File: config.mk
export PLATFORM = sky130hd
export DESIGN_NAME = dbuf_ctrl
export DESIGN_NICKNAME = d
export VERILOG_FILES = /design/src/rtl/dbuf_ctrl.sv
export SDC_FILE = /design/constraint.sdc
export NUM_CORES = 1
export LEC_CHECK = 0
export CORE_ASPECT_RATIO = 1.2
export CORE_MARGIN = 1.5
export CORE_UTILIZATION = 35
export CTS_BUF_LIST = sky130_fd_sc_hd__clkbuf_8
export DETAILED_ROUTE_END_ITERATION = 10
export PLACE_DENSITY = 0.63
export SKIP_CTS_REPAIR_TIMING = 1
export SYNTH_ARGS = -nofsm -noshare
export SYNTH_HDL_FRONTEND = slang
export SYNTH_SLANG_ARGS = --single-unit
File: constraint.sdc
create_clock -name clk -period 3.5 [get_ports clk]
set_input_delay 0.7 -clock clk [delete_from_list [all_inputs] [get_ports clk]]
set_output_delay 0.7 -clock clk [all_outputs]
set_load 0.05 [all_outputs]
File: src/rtl/dbuf_ctrl.sv
// Ping-pong double-buffer sequencer: fills one bank while the other is read out,
// swapping banks once per tile until NUM_TILES tiles have been written and read.
module dbuf_ctrl #(
    parameter int COUNT_WIDTH = 16
) (
    input  logic                       clk,
    input  logic                       rst_n,
    input  logic                       config_en,
    input  logic [3*COUNT_WIDTH-1:0]   config_data,
    input  logic                       start,
    input  logic                       in_vld,
    output logic                       in_rdy,
    output logic                       wr_en,
    input  logic                       rd_stall,
    output logic                       rd_adr_en,
    output logic                       switch_banks,
    output logic                       busy,
    output logic                       done
);

    // state  | meaning
    // IDLE   | waiting for config / start
    // FILL   | first tile written, nothing to read yet
    // STEADY | writing tile n+1 while reading tile n
    // DRAIN  | all tiles written, reading the last one
    // SWAP   | one-cycle bank exchange
    typedef enum logic [2:0] {IDLE, FILL, STEADY, DRAIN, SWAP} state_t;

    localparam logic [COUNT_WIDTH-1:0] ONE = COUNT_WIDTH'(1);

    state_t state, state_nxt;

    logic [COUNT_WIDTH-1:0] num_tiles, wr_count, rd_count;
    logic [COUNT_WIDTH-1:0] num_tiles_nxt, wr_count_nxt, rd_count_nxt;
    logic [COUNT_WIDTH-1:0] wr_cnt, rd_cnt, tiles_written, tiles_read;
    logic [COUNT_WIDTH-1:0] wr_cnt_nxt, rd_cnt_nxt, tiles_written_nxt, tiles_read_nxt;
    logic                   wr_side_done, rd_side_done, done_nxt;

    assign wr_side_done = (wr_cnt == wr_count);
    assign rd_side_done = (rd_cnt == rd_count);

    assign wr_en     = in_vld & in_rdy;
    assign rd_adr_en = ((state == STEADY) || (state == DRAIN)) && (rd_cnt < rd_count) && !rd_stall;

    // A config write in the same IDLE cycle as start is already honoured by that start.
    always_comb begin
        {num_tiles_nxt, wr_count_nxt, rd_count_nxt} = {num_tiles, wr_count, rd_count};
        if ((state == IDLE) && config_en) begin
            {num_tiles_nxt, wr_count_nxt, rd_count_nxt} = config_data;
        end
    end

    // Tile counters are bumped on the transition into SWAP, so SWAP itself
    // already sees the updated values when choosing its exit.
    always_comb begin
        state_nxt         = state;
        wr_cnt_nxt        = wr_cnt + COUNT_WIDTH'(wr_en);
        rd_cnt_nxt        = rd_cnt + COUNT_WIDTH'(rd_adr_en);
        tiles_written_nxt = tiles_written;
        tiles_read_nxt    = tiles_read;
        done_nxt          = 1'b0;
        case (state)
            IDLE: begin
                if (start) begin
                    wr_cnt_nxt        = '0;
                    rd_cnt_nxt        = '0;
                    tiles_written_nxt = '0;
                    tiles_read_nxt    = '0;
                    if (num_tiles_nxt != '0) state_nxt = FILL;
                    else                     done_nxt  = 1'b1;
                end
            end
            FILL: begin
                if (wr_side_done) begin
                    state_nxt         = SWAP;
                    tiles_written_nxt = tiles_written + ONE;
                end
            end
            STEADY: begin
                if (wr_side_done && rd_side_done) begin
                    state_nxt         = SWAP;
                    tiles_written_nxt = tiles_written + ONE;
                    tiles_read_nxt    = tiles_read + ONE;
                end
            end
            DRAIN: begin
                if (rd_side_done) begin
                    state_nxt      = SWAP;
                    tiles_read_nxt = tiles_read + ONE;
                end
            end
            SWAP: begin
                wr_cnt_nxt = '0;
                rd_cnt_nxt = '0;
                if (tiles_read == num_tiles) begin
                    state_nxt = IDLE;
                    done_nxt  = 1'b1;
                end else if (tiles_written < num_tiles) begin
                    state_nxt = STEADY;
                end else begin
                    state_nxt = DRAIN;
                end
            end
            default: state_nxt = IDLE;
        endcase
    end

    always_ff @(posedge clk) begin
        if (!rst_n) begin
            state         <= IDLE;
            num_tiles     <= '0;
            wr_count      <= '0;
            rd_count      <= '0;
            wr_cnt        <= '0;
            rd_cnt        <= '0;
            tiles_written <= '0;
            tiles_read    <= '0;
            in_rdy        <= 1'b0;
            switch_banks  <= 1'b0;
            busy          <= 1'b0;
            done          <= 1'b0;
        end else begin
            state         <= state_nxt;
            num_tiles     <= num_tiles_nxt;
            wr_count      <= wr_count_nxt;
            rd_count      <= rd_count_nxt;
            wr_cnt        <= wr_cnt_nxt;
            rd_cnt        <= rd_cnt_nxt;
            tiles_written <= tiles_written_nxt;
            tiles_read    <= tiles_read_nxt;
            in_rdy        <= ((state_nxt == FILL) || (state_nxt == STEADY)) && (wr_cnt_nxt < wr_count_nxt);
            switch_banks  <= (state_nxt == SWAP);
            busy          <= (state_nxt != IDLE);
            done          <= done_nxt;
        end
    end

endmodule

==> results of run 1 <==
==> tightest hold or removal path, delay by kind of cell (launching register included) <==
family	cells	cell delay [ns]
flip-flops	1	0.31
AO/OA/AOI/OAI	1	0.06
AND/OR/NAND/NOR	1	0.05
==> metrics by stage <==
stage	TNS [ns]	total power, mW
global route	-0.008765	3.542
detailed placement	-0.2761	2.025
floorplan	0	1.822
global placement	-0.2265	2.020
CTS	0	3.422
finish	0	3.379
==> state kept, by name (all words and copies together) (netlist names) <==
name / count
num_tiles: 16
rd_cnt: 16
rd_count: 16
tiles_read: 16
tiles_written: 16
wr_cnt: 16
wr_count: 16
state: 3
busy: 1
done: 1
in_rdy: 1
switch_banks: 1
==> cell usage in the layout, fill, tap and decap left out, drive strengths merged, types with 18 or more instances in the layout <==
cell type / Yosys / layout
dfxtp: 119 / 119
xor2: 69 / 69
nor2: 73 / 73
inv: 39 / 44
nand4: 22 / 22
mux2i: 18 / 18
and3: 19 / 19
nand2: 90 / 90
nor2b: 22 / 22
a21oi: 19 / 19
clkbuf: 23 / 19
buf: 5 / 22
nand3: 22 / 22
clkdlybuf4s50: 0 / 57
ha: 52 / 52
a21boi: 32 / 32
==> synth_stat cells (2+ instances only) <==
master,number
ha_1,52
and4_1,7
a211oi_1,2
xor2_1,69
nor2b_1,22
or4_1,5
a21o_1,5
mux2i_1,18
nand3_1,22
nand2b_1,3
inv_1,39
o21a_1,2
clkbuf_1,23
o31ai_1,5
nor2_1,73
and3_1,19
a21oi_1,19
dfxtp_1,119
o2111ai_1,7
a21boi_0,32
xnor2_1,14
nor4_1,17
o21ai_0,16
nor3_1,11
buf_2,3
nand4_1,22
nand2_1,90
and2_1,15
or3_1,4
a2111oi_0,2
==> kinds of logic after synthesis <==
group	after synthesis	synth area share
AOI/OAI and AO/OA	102	0.1128
muxes	18	0.02786
adders and majority gates	52	0.1006
buffers and inverters	67	0.04005
xor gates and xnor gates	83	0.1124
DFF	119	0.3683
and+or+nand+nor	313	0.2380
==> power groups by stage <==
stage,clock network (mW),logic [mW],registers (mW)
floorplan,0,0.329,1.49
global placement,0,0.525,1.50
detailed placement,0,0.528,1.50
CTS,1.42,0.531,1.47
global route,1.48,0.588,1.47
finish,1.39,0.526,1.46
==> worst max-delay path by stage <==
stage	start	to	cells after the start
finish	in_vld	in_rdy$_SDFF_PN0_	18
global route	in_vld	in_rdy$_SDFF_PN0_	17
CTS	in_vld	in_rdy$_SDFF_PN0_	17
detailed placement	in_vld	in_rdy$_SDFF_PN0_	17
global placement	in_vld	in_rdy$_SDFF_PN0_	17
floorplan	in_vld	in_rdy$_SDFF_PN0_	15
==> final cells by class <==
class	count	area, um2
clock buffers	19	261.5
well taps	224	280.3
fillers	1792	10340
repair buffers	79	733.2
flip-flops and latches	119	2382
multi-input cells	568	3849
clock inverters	13	178.9
inverters	39	146.4
==> routing by layer <==
| layer | routed length (um) | vias to the layer above | global-route usage |
|---|---|---|---|
| li1 | - | 2736 | - |
| met1 | 6731 | 2529 | 0.1948 |
| met2 | 7671 | 85 | 0.2811 |
| met3 | 514 | 22 | 0.04155 |
| met4 | 280 | 0 | 0.06115 |
| met5 | 0 | - | 0 |
==> metrics.txt, run 1 <==
Worst Hold Path EP=rd_count[7]$_SDFFE_PN0N_; P&R area growth vs syn=21.09%; crit-path cells=clkdlybuf4s50_1 > and2_1 > ha_1 > buf_4 > ha_1 > nand3_1 > buf_4 > nor2_1 > nand2_1 > xor2_2 > nor2_1 > ha_1 > a21oi_1 > nor2b_1 > o31ai_1 > and4b_1 > o21ai_0 > nor4b_1; routed wire length=15.20 mm; clk buf depth=2; vias in the first global route=5277; via count=between 5k and 6k; FF+latch count, synth=119; Fin. Hold Viols=0; H-tree Lvls=4; Startpoint Class=input pin; Slew @ Worst Pin=roughly 0.76 ns; status=finished, final reports clean; Post-synth ARST share=0; Arr. time, crit path=3.66 ns; worst flop-to-flop path startpoint=rd_count[1]$_SDFFE_PN0N_; Slew Limit Headroom=0.4919; Final Critical Period=3.316 ns; FP Rows=54; Placed Cells=1028; Yosys top cell area share=0.3683; hold slack=0.4666 ns; clock sinks=119; die footprint=19310 um2; Reg power frac=0.433; Synth area leaders=dfxtp_1 37%, ha_1 10%, xor2_1 9.3%; DRC errors left=0; Syn. warnings=0; HP Start=rd_count[7]$_SDFFE_PN0N_; CP max stage cell=clkdlybuf4s50_1; Crit path top cell by count=ha_1; ys flop type=dfxtp_1; wire per inst=between 10 and 15 um; layout cells sized above 1=0.07288; setup ws final=0.1844 ns; clock skew=about 0.013 ns; power share of the combinational group=0.156; Place WS=-0.2761 ns; RePlAce Congestion=0.7674; Port Buffers=59; Hold Path Stages=2; pin count of the biggest net entering global routing=49; reg2reg setup slack=0.36 ns; Total GRT Usage=0.1634; pwr dens=431.5 nW/um2; clk slew on worst S/H paths=0.07 ns; post-route insts no fill=1061; DRT iter0 DRCs=approximately 300; post-synth top area cell=dfxtp_1; cell-internal power=2.450 mW; NumNets Final=930; Worst Path Buf+Inv=3; First-pass DRT Iterations=4; CP max stage delay=between 0.4 and 0.5 ns; TritonCTS buffer count=17; first-pass GRT wire length=25.32 mm; antenna cells=0; CP required=between 3 and 4 ns; Switching Power=0.9290 mW; Critical Path Sink Type=flop; max-cap violations=0; Static Leak=3.271 nW; Overflow after GRT=0; Hold WC Path Type=flop to flop; R2R depth=15; Final Instance Area=7831 um2; fmax=301.6 MHz; crit share post-route=0.9473; critical path class=input pin to flop; Worst R2R End=rd_cnt[15]$_SDFF_PN0_; Ports=60; delay-heaviest family, CP=simple AND/OR/NAND/NOR gates; final core utilization=0.4309; Crit Path Max Fanout=3; synthesized cell area=around 6500 um2; Max VDD drop=0.2101 mV; Post-Syn Instances=754; number of synthesized flops with an enable pin=0; sw frac=0.2749; Starting Density=0.3558; Die Width=127.1 um; initial antenna violation count=0; placed inst area=7363 um2; via/cell ratio=5.063; Routed Antenna Nets=0; chip height=151.9 um; setup violators final=0; Distinct cells, synth=47; CTS tree=done; Clock Tree Root=clkbuf_8; syn_nets=860; core area=around 18000 um2; fraction of power consumed by the clock network=0.411; max-slew violation count=0; dpl hpwl=11.14 mm; Post-Syn Area per Cell=8.578 um2; clk_lat worst skew=0.44 ns; sequential element share of the synthesized area=0.3683
(Power assumes the default switching activity.)
==> inputs of run 2 (changes only) <==
--- a/config.mk
+++ b/config.mk
@@ -9,6 +9,7 @@
 export CORE_MARGIN = 1.5
 export CORE_UTILIZATION = 35
 export CTS_BUF_LIST = sky130_fd_sc_hd__clkbuf_8
+export CTS_CLUSTER_SIZE = 16
 export DETAILED_ROUTE_END_ITERATION = 10
 export PLACE_DENSITY = 0.63
 export SKIP_CTS_REPAIR_TIMING = 1
==> results of run 2 <==
The final DEF is identical to that of run 1; final timing and power are the same.
==> inputs of run 3 (changes only) <==
--- a/config.mk
+++ b/config.mk
@@ -16,3 +16,4 @@
 export SYNTH_ARGS = -nofsm -noshare
 export SYNTH_HDL_FRONTEND = slang
 export SYNTH_SLANG_ARGS = --single-unit
+export TNS_END_PERCENT = 20
==> results of run 3 <==
The final DEF is identical to that of run 1; final timing and power are the same.
